$ cat src/rtl/mem_arbiter.sv
// Shares one memory port between fetch and load/store; data-priority with fetch anti-starvation, watchdog abort.
// Latency: grant to ready pulse is 2+k cycles; requesters stall on req & ~ready and hold attributes until ready.
module mem_arbiter #(
  parameter int AW         = 32,
  parameter int DW         = 32,
  parameter int STARVE_MAX = 3,
  parameter int TIMEOUT    = 16
) (
  input  logic          clk,
  input  logic          reset,
  input  logic          if_req,
  input  logic [AW-1:0] if_addr,
  output logic          if_ready,
  output logic [DW-1:0] if_rdata,
  output logic          if_err,
  input  logic          d_req,
  input  logic          d_we,
  input  logic [AW-1:0] d_addr,
  input  logic [DW-1:0] d_wdata,
  output logic          d_ready,
  output logic [DW-1:0] d_rdata,
  output logic          d_err,
  output logic          mem_req,
  output logic          mem_we,
  output logic [AW-1:0] mem_addr,
  output logic [DW-1:0] mem_wdata,
  input  logic          mem_ready,
  input  logic [DW-1:0] mem_rdata
);

  typedef enum logic [1:0] {IDLE, BUSY_I, BUSY_D} state_t;

  typedef struct packed {
    logic          we;
    logic [AW-1:0] addr;
    logic [DW-1:0] wdata;
  } mem_cmd_t;

  localparam logic [3:0] STARVE_LIM = 4'(STARVE_MAX);
  localparam logic [7:0] WD_LAST    = 8'(TIMEOUT - 1);

  state_t        state, state_nxt;
  mem_cmd_t      cmd, cmd_nxt;
  logic [3:0]    starve_cnt, starve_nxt;
  logic [7:0]    wd_cnt, wd_nxt;
  logic          mem_req_nxt;
  logic          if_ready_nxt, if_err_nxt, d_ready_nxt, d_err_nxt;
  logic [DW-1:0] if_rdata_nxt, d_rdata_nxt;
  logic          req_i, req_d, grant_d;
  logic          fin, fin_err;
  logic [DW-1:0] fin_dat;

  // A port is invisible to arbitration in its own ready cycle so a held req is not re-granted.
  assign req_i   = if_req & ~if_ready;
  assign req_d   = d_req & ~d_ready;
  assign grant_d = req_d & (~req_i | (starve_cnt < STARVE_LIM));

  assign mem_we    = cmd.we;
  assign mem_addr  = cmd.addr;
  assign mem_wdata = cmd.wdata;

  always_comb begin
    state_nxt    = state;
    cmd_nxt      = cmd;
    starve_nxt   = starve_cnt;
    wd_nxt       = wd_cnt;
    mem_req_nxt  = mem_req;
    if_ready_nxt = 1'b0;
    d_ready_nxt  = 1'b0;
    if_err_nxt   = if_err;
    d_err_nxt    = d_err;
    if_rdata_nxt = if_rdata;
    d_rdata_nxt  = d_rdata;
    fin          = 1'b0;
    fin_err      = 1'b0;
    fin_dat      = '0;
    case (state)
      IDLE: begin
        if (grant_d) begin
          state_nxt   = BUSY_D;
          cmd_nxt     = '{we: d_we, addr: d_addr, wdata: d_wdata};
          mem_req_nxt = 1'b1;
          wd_nxt      = 8'd0;
          if (req_i) starve_nxt = (starve_cnt == 4'hF) ? starve_cnt : starve_cnt + 4'd1;
          else       starve_nxt = 4'd0;
        end else if (req_i) begin
          state_nxt   = BUSY_I;
          cmd_nxt     = '{we: 1'b0, addr: if_addr, wdata: '0};
          mem_req_nxt = 1'b1;
          wd_nxt      = 8'd0;
          starve_nxt  = 4'd0;
        end
      end
      BUSY_I, BUSY_D: begin
        // mem_ready takes precedence over a watchdog expiring in the same cycle.
        if (mem_ready) begin
          fin     = 1'b1;
          fin_dat = cmd.we ? '0 : mem_rdata;
        end else begin
          wd_nxt = wd_cnt + 8'd1;
          if (wd_cnt == WD_LAST) begin
            fin     = 1'b1;
            fin_err = 1'b1;
          end
        end
        if (fin) begin
          state_nxt   = IDLE;
          mem_req_nxt = 1'b0;
          if (state == BUSY_D) begin
            d_ready_nxt = 1'b1;
            d_err_nxt   = fin_err;
            d_rdata_nxt = fin_dat;
          end else begin
            if_ready_nxt = 1'b1;
            if_err_nxt   = fin_err;
            if_rdata_nxt = fin_dat;
          end
        end
      end
      default: state_nxt = IDLE;
    endcase
  end

  always_ff @(posedge clk or negedge reset) begin
    if (!reset) begin
      state      <= IDLE;
      cmd        <= '0;
      starve_cnt <= 4'd0;
      wd_cnt     <= 8'd0;
      mem_req    <= 1'b0;
      if_ready   <= 1'b0;
      if_err     <= 1'b0;
      if_rdata   <= '0;
      d_ready    <= 1'b0;
      d_err      <= 1'b0;
      d_rdata    <= '0;
    end else begin
      state      <= state_nxt;
      cmd        <= cmd_nxt;
      starve_cnt <= starve_nxt;
      wd_cnt     <= wd_nxt;
      mem_req    <= mem_req_nxt;
      if_ready   <= if_ready_nxt;
      if_err     <= if_err_nxt;
      if_rdata   <= if_rdata_nxt;
      d_ready    <= d_ready_nxt;
      d_err      <= d_err_nxt;
      d_rdata    <= d_rdata_nxt;
    end
  end

endmodule

$ cat config.mk
export PLATFORM = sky130hd
export DESIGN_NAME = mem_arbiter
export DESIGN_NICKNAME = d
export VERILOG_FILES = /design/src/rtl/mem_arbiter.sv
export SDC_FILE = /design/constraint.sdc
export NUM_CORES = 1
export LEC_CHECK = 0
export CORE_UTILIZATION = 35
export CTS_CLUSTER_DIAMETER = 120
export DETAILED_ROUTE_END_ITERATION = 6
export PLACE_DENSITY = 0.73
export REMOVE_ABC_BUFFERS = 1
export SLEW_MARGIN = 15
export SYNTH_ARGS = -nofsm -noshare
export SYNTH_HDL_FRONTEND = slang
export SYNTH_SLANG_ARGS = --single-unit
$ cat constraint.sdc
create_clock -name clk -period 3.15 [get_ports clk]
set_input_delay 0.4725 -clock clk [delete_from_list [all_inputs] [get_ports clk]]
set_output_delay 0.4725 -clock clk [all_outputs]
set_load 0.005 [all_outputs]
==> impl_metrics.ini <==
[die]
num_rows = 47
core_area_mm2 = 0.0166
start_util = 0.360
die_area_mm2 = 0.0176
io_pins = 268
die-height_um = 133
fp.dieW_um = 133

[route]
drc = 0
post_drt_wl_per_cell_um = 17.3
totalWireLength_um = 17300
vias = 5173
ant_nets = 0
drt_iter0_markers = 259
drtPass1Iterations = 4
viasPerCell = 5.19

[sta]
clock.fmax_mhz = 447
finalHoldViolations = 0
skew_ps = 15.9
setup_viol = 0
period_share = 0.710
rsz0062_at_grt = no
post-route-min-period_ps = 2240
worstMarginPinSlew_ps = 701
final_max_slew_viol_count = 0
fin_ws_ps = 912
maxSlewHeadroom = 0.532

[logic_synthesis]
ys_types = 46
syn_area_mm2 = 0.00596
ys_seq_area_frac = 0.621
synthFlopType = dfrtp_1
synthArstFlopShare = 1.00
yosys.area_share.xor_xnor = 0
synthAdderAreaFrac = 0.00839
synth_top_family_by_area = compound AO/OA/AOI/OAI gates
syn_inst = 500
synth_edf_count = 0
synth_area_per_cell_um2 = 11.9
synthMuxAreaShare = 0.00168
yosysWarnings = 0
synth-compound-area-share = 0.238
yosys.area_share.simple = 0.0906
ys_ff_latch = 148

[power_and_ir_drop]
peakVddDrop_mv = 0.447
power_density_mw_per_mm2 = 977
p_leak_nw = 4.10

[critical_path]
path_buf_inv = 2
r2r-start = state[1]
reg2reg_depth = 7
slowest_stage = ha_1
required_ps = 3500
end_kind = flop
cp.arrival_ps = 2590
critical_path_class = reg -> reg
cp_top_family = simple AND/OR/NAND/NOR gates
regToRegSetupSlack_ps = 910
cp_max_fo = 31
slowest_delay_ps = 550
critPathLaunchType = flop
worstReg2RegEnd = d_rdata[10]
worstPathCellList = inv_1, ha_1, nand2_2, nor2_1, and2_1, buf_4, a22o_1

[layout]
post-route-util = 0.572
diodes = 0
fill_cells = 1376
final_common_cell = clkdlybuf4s50_1
syn_to_final_growth_pct = 59.0
final_nets = 901
drive_gt1_frac = 0.0735
final_cell_mix = clkdlybuf4s50_1, dfrtp_1, a22o_1

[clock_tree]
cts_setup_buffers = 0
clkTransAtPathRegs_ps = 60
clk_path_buf_depth = 2
htree_levels = 4
ctsResizeCount = 0
clk_latency_ps = 420
numCtsBuffers = 17
clock_sinks = 148
cts-root-buf = clkbuf_16
tritoncts = yes
ctsHoldBuffers = 0

[status]
status = completed

[placed_design]
pre_cts_ws_ps = 745
dpl.hpwl_um = 11900
gp_congestion = 0.848
io_buffers = 267

[global_routing]
grt-ovfl-total = 0
antenna_found_initial = 0
grt_pass1_vias = 5343
grt_pass1_wl_um = 28200
grt.total_usage = 0.203
grt_start_max_net_pins = 71

[run]
drv_cap = 0

[worst_hold_path]
hold_class = in -> async
-- per-layer routing --
metal	routed length [µm]	up-vias	track usage
met2	8650	224	0.339
met4	254	0	0.0754
met3	1280	20	0.0605
li1	-	2360	-
met1	7070	2569	0.247
met5	0	-	0
-- registers in the layout, summed over array words and instances, names as in the netlist --
| register | cells |
|---|---|
| d_err | 1 |
| d_rdata | 32 |
| d_ready | 1 |
| if_err | 1 |
| if_rdata | 32 |
| if_ready | 1 |
| mem_addr | 32 |
| mem_req | 1 |
| mem_wdata | 32 |
| mem_we | 1 |
| starve_cnt | 4 |
| state | 2 |
| wd_cnt | 8 |
-- how the worst max path moves through the flow --
stage                         from            end  slack (ps)  cells past startpoint
final                     state[1]    d_rdata[10]         910                      7
after global routing      state[1]    d_rdata[24]         720                      7
after CTS                 state[1]    d_rdata[25]         890                      7
after detailed placement    if_req      wd_cnt[6]         740                      5
after global placement      if_req      wd_cnt[6]         810                      5
after floorplan              d_req  starve_cnt[1]        -390                      3
-- cell families after synthesis --
kind of cell,count (synthesis)
AOI/OAI and AO/OA,192
adders and majority gates,4
buffers and inverters,43
DFF,148
muxes,1
and+or+nand+nor,112
-- power by group --
part | internal, mW | switching [mW]
clock | 1.37 | 0.776
sequential | 2.73 | 0.487
combinational | 2.30 | 1.60
total | 6.40 | 2.87
-- layout make-up --
class | count | area [µm²] | area share
clock buffer | 20 | 457 | 0.0482
clock inverter | 12 | 178 | 0.0187
inverter | 8 | 30.0 | 0.00317
multi-input combinational | 309 | 2040 | 0.215
sequential | 148 | 3700 | 0.391
tap | 220 | 275 | 0.0290
timing repair buffer | 279 | 2800 | 0.295
-- Yosys cell counts (2+ instances only) --
cell | n | area, µm²
a21boi_1 | 2 | 15.0
a21o_1 | 2 | 15.0
a21oi_1 | 69 | 345
a22o_1 | 96 | 841
a32o_1 | 2 | 20.0
and2_1 | 3 | 18.8
and3_1 | 2 | 12.5
buf_2 | 22 | 110
buf_4 | 2 | 15.0
buf_6 | 6 | 67.6
clkbuf_1 | 5 | 18.8
dfrtp_1 | 148 | 3700
ha_1 | 4 | 50.1
inv_1 | 7 | 26.3
nand2_1 | 43 | 161
nand2b_1 | 4 | 25.0
nand3_1 | 5 | 25.0
nor2_1 | 35 | 131
nor2b_1 | 3 | 18.8
nor3_1 | 4 | 20.0
o211ai_1 | 3 | 22.5
o21a_1 | 2 | 15.0
o21ai_0 | 3 | 15.0
o311ai_0 | 2 | 17.5
o31ai_1 | 3 | 22.5
o41ai_1 | 2 | 17.5
or4_1 | 2 | 15.0
-- stage by stage --
step	total power, mW	TNS, ps	cells	instance area (µm²)	hold slack, ps
global route	9.83	0	996	9480	68.6
detailed placement	7.15	0	964	8850	478
finish	9.26	0	996	9480	29.8
floorplan	4.78	-16720	465	5750	177
global placement	7.03	0	964	8850	469
CTS	9.37	0	996	9480	45.9
Power figures use the tool's default switching activity.
==> RTL edit 1 (same settings) <==
Set the parameter `DW` to 28 (it was 32).
--- a/src/rtl/mem_arbiter.sv
+++ b/src/rtl/mem_arbiter.sv
@@ -2,7 +2,7 @@
 // Latency: grant to ready pulse is 2+k cycles; requesters stall on req & ~ready and hold attributes until ready.
 module mem_arbiter #(
   parameter int AW         = 32,
-  parameter int DW         = 32,
+  parameter int DW         = 28,
   parameter int STARVE_MAX = 3,
   parameter int TIMEOUT    = 16
 ) (
Interface: changed (5 resized); port bits go from 268 to 248. The function was not compared with the original's and may differ.
==> RTL edit 1 against the original RTL <==
The flow now finishes with violations (negative hold slack); sequential share of layout area shrank 0.059 points; clock skew fell by 0.0093 ns; worst hold slack worse by 0.031 ns; total power down 6.1%; worst setup slack improved by 0.043 ns; via count fell by 8.5%; first-iteration DRC count shrank 24%; cell area decreased by 8.0%; die area decreased by 9.6%; synthesized area is 9.7% lower; sequential cell count fell by 12; utilization grew 2.0 points; routed wire length is 8.0% lower; count of clock-buffer cells in the layout is 2 lower; largest cell class unchanged.
==> RTL edit 1: results <==
[yosys]
synth.area.mux_share_pct = 0
yosys-top-cells-area = dfrtp_1 63%, a22o_1 14%, a21oi_1 6.6%
netlist_top_cells_count = 136 x dfrtp_1, 87 x a22o_1, 71 x a21oi_1
synth_cell_types = 37
synth_compound_area_share_pct = 23.9
seq_area_frac_synth_pct = 63.2
syn-instance-count = 465
yosys.area_share.adder_pct = 0.929

[global_routing]
grtUsageTotal_pct = 20.5
grt_max_degree = 82
grt_pass1_wl_mm = 25.4
first_global_vias = 4988

[final_layout]
n_antenna_cell = 0
layout.nets = 841
drive_gt1_share_pct = 7.46
nFillCells = 1194

[place]
numPortBuffers = 247
placed_cells = 876
dp_hpwl_mm = 10.9
gp_congestion = 0.809

[critical_path]
cp.arrival_ns = 2.53
path_delay_family = compound AO/OA/AOI/OAI gates
slowest_stage = o21ai_4
startpoint = d_req
timing.rr.start = state[0]
slowest_delay_ns = 0.75
r2r_slack_ns = 1.08
cp_max_fo = 35

[detailed_routing]
wl_mm = 15.9
wl_per_cell_um = 17.5
via_per_inst = 5.21
drt_iter0_markers = 197

[outcome]
violations = negative hold slack
status = finished, violations left

[sta]
fin_worst_skew_ns = 0.00656
hold_viol = 1
timing.hold.ws_ns = -0.00162

[pwr]
ir_drop_mv = 0.469

[cts]
clk_pin_slew_ns = 0.06
-- RTL edit 1: layout make-up --
class	count	area share, %
clock buffer	18	5.03
clock inverter	14	2.52
inverter	7	0.301
multi-input combinational	291	21.1
sequential	136	39.0
tap	184	2.64
timing repair buffer	258	29.4
-- RTL edit 1: worst paths after layout --
path	to	depth (start not counted)
min in group clk	starve_cnt[3]	1
worst min register to register	starve_cnt[3]	1
max in group asynchronous	d_rdata[16]	2
worst max-delay path	mem_addr[12]	6
worst min-delay path	mem_wdata[11]	1
worst max register to register	wd_cnt[3]	6
-- RTL edit 1: cell families (layout without fill, tap and decap cells) --
kind of cell	after synthesis	after routing
and+or+nand+nor	107	107
AOI/OAI and AO/OA	180	180
DFF	136	136
adders and majority gates	4	4
buffers and inverters	38	297
-- RTL edit 1: metrics by stage --
stage          setup WS [ns]  cell area [um^2]  setup TNS [ns]
2_1_floorplan          -1.57              5240          -87.05
3_3_place_gp           0.589              8070               0
3_5_place_dp           0.523              8070               0
4_1_cts                0.955              8730               0
5_1_grt                0.837              8730               0
6_report               0.955              8730               0
-- RTL edit 1: worst register-to-register path, cell delays in order, from the launching register on --
cell and delay (ns):
dfrtp_1 0.37, inv_1 0.08, ha_1 0.26, inv_1 0.18, o31ai_1 0.69, nor3_1 0.11, nor4_1 0.28
-- RTL edit 1: power by group --
group | internal, uW | switching (uW) | total (uW)
logic | 2090 | 1450 | 3530
clock network | 1430 | 754 | 2190
registers | 2510 | 468 | 2980
total | 6030 | 2670 | 8700
-- RTL edit 1: layer usage --
metal  vias up  wire length (um)  part of all wire [%]  track usage, %
met5         -                 0                     0               0
met4         0               263                   1.7            8.15
met3        18              1260                   7.9            6.67
met2       194              7880                    50            34.5
met1      2331              6480                    41            24.4
li1       2189                 -                     -               -
==> RTL edit 2 (same flow settings) <==
Without the edit above. Take the reset off `if_rdata` and `d_rdata` and load them in a clocked block of their own.
--- a/src/rtl/mem_arbiter.sv
+++ b/src/rtl/mem_arbiter.sv
@@ -130,10 +130,8 @@
       mem_req    <= 1'b0;
       if_ready   <= 1'b0;
       if_err     <= 1'b0;
-      if_rdata   <= '0;
       d_ready    <= 1'b0;
       d_err      <= 1'b0;
-      d_rdata    <= '0;
     end else begin
       state      <= state_nxt;
       cmd        <= cmd_nxt;
@@ -142,11 +140,14 @@
       mem_req    <= mem_req_nxt;
       if_ready   <= if_ready_nxt;
       if_err     <= if_err_nxt;
-      if_rdata   <= if_rdata_nxt;
       d_ready    <= d_ready_nxt;
       d_err      <= d_err_nxt;
-      d_rdata    <= d_rdata_nxt;
     end
+  end
+
+  always_ff @(posedge clk) begin
+    if_rdata <= if_rdata_nxt;
+    d_rdata  <= d_rdata_nxt;
   end
 
 endmodule
Function: differs if reset is asserted again (counterexample within 4 cycles, from zero or initial values and one cycle with reset low); with reset held inactive, the same outputs for 4 cycles.
==> RTL edit 2 against the original RTL <==
Routed wire length is 12% lower; critical endpoint is now wd_cnt[5]; fmax decreased by 3.4%; largest cell class unchanged; total power decreased by 15%; critical path type unchanged; worst setup slack got worse by 0.080 ns; synthesized area is 5.2% lower; cell area fell by 3.6%; sequential power is 5% lower; synthesized cell count is 12% lower; clock skew fell by 0.0069 ns; sequential cell count stayed put.
==> RTL edit 2: results <==
[outcome]
status = finished, final reports clean

[place]
dp_hpwl_mm = 10.7
numPortBuffers = 267
placed_cells = 910
placed_area_mm2 = 0.00859
gp_congestion = 0.815

[cts]
cts_buffers = 17
clk_latency_ns = 0.41
clk_pin_slew_ns = 0.07
htree_num_levels = 4
clk_root_buffer_cell = clkbuf_16
post_cts_resized = 0

[yosys]
netlist_top_cells_count = 84 x dfrtp_1, 72 x a21oi_1, 64 x edfxtp_1
yosys-top-cells-area = dfrtp_1 37%, edfxtp_1 34%, a21oi_1 6.4%
synthFlopType = dfrtp_1
seq_area_frac_synth_pct = 71.2
synth_cell_types = 34
synth_seq_cells = 148
synthArstFlopShare_pct = 56.8
yosys_warnings = 0
syn_avg_cell_area_um2 = 12.8
synth_edf_count = 64

[critical_path]
slowest_stage = or4_1
cp.arrival_ns = 2.65
cp_max_fo = 16

[detailed_routing]
first_pass_iters = 6
wl_per_cell_um = 16.2
via_per_inst = 4.86
met3_length_mm = 1.38
wl_met2_mm = 7.38
route.detailed.drc = 0
m1WireLength_mm = 6.30
drt_iter0_markers = 172
wl_mm = 15.3

[final_layout]
seq_area_mm2 = 0.00402
n_antenna_cell = 0
buf_share_pct = 30.0
n_all_inverters = 6
multi_input_cells = 264
clock_area_share_pct = 5.98
drive_gt1_share_pct = 6.89
signal_buffers = 276
nFillCells = 1277
multi_input_area_mm2 = 0.00154
layout.nets = 851

[hold_path]
hold_class = in -> async

[sta]
fin_worst_skew_ns = 0.00900
slew_headroom_pct = 29.2

[pwr]
ir_drop_mv = 0.433
p_leak_uw = 0.00359

[global_routing]
grtUsageTotal_pct = 18.7
grt_max_degree = 85
grt_pass1_wl_mm = 23.6
first_global_vias = 4635
-- RTL edit 2: cell families after synthesis --
| kind of cell | after synthesis | share of synthesized area [%] |
|---|---|---|
| flip-flops | 148 | 71.2 |
| AND/OR/NAND/NOR | 131 | 11.3 |
| AO/OA/AOI/OAI | 129 | 14.4 |
| buffers and inverters | 30 | 2.19 |
| adder cells (fa/ha/maj) | 4 | 0.885 |
-- RTL edit 2: worst max-delay path, delay by kind of cell, from the launching register on --
family                     cells  cell delay (ns)
and+or+nand+nor                2             0.77
AOI/OAI and AO/OA              2             0.65
adders and majority gates      1             0.39
DFF                            1             0.37
buffers and inverters          1             0.05
-- RTL edit 2: final timing paths --
kind	from	end	slack (ns)	cells past startpoint
setup / recovery	state[1]	wd_cnt[5]	0.83	6
setup reg to reg	state[1]	wd_cnt[5]	0.83	6
hold / removal	reset	mem_wdata[12]	0.26	1
hold reg to reg	starve_cnt[1]	starve_cnt[1]	0.49	2
max in group asynchronous	reset	mem_addr[24]	2.21	1
min in group clk	starve_cnt[1]	starve_cnt[1]	0.49	2
-- RTL edit 2: per-layer routing --
metal	up-vias	track usage (%)
met2	209	30.8
met4	0	6.78
li1	2133	-
met5	-	0
met3	15	7.39
met1	2223	22.2
-- RTL edit 2: power by group --
group	leakage, uW	switching, uW	internal, uW
Combinational	0.00171	1310	1660
Clock	0.000255	830	1030
Sequential	0.00163	335	2740
Total	0.00359	2480	5420
-- RTL edit 2: through the flow --
step,setup slack (ns),utilization (%)
4_1_cts,0.865,57.7
3_3_place_gp,0.757,54.3
6_report,0.832,57.7
3_5_place_dp,0.747,54.3
2_1_floorplan,-0.516,-
5_1_grt,0.752,57.7
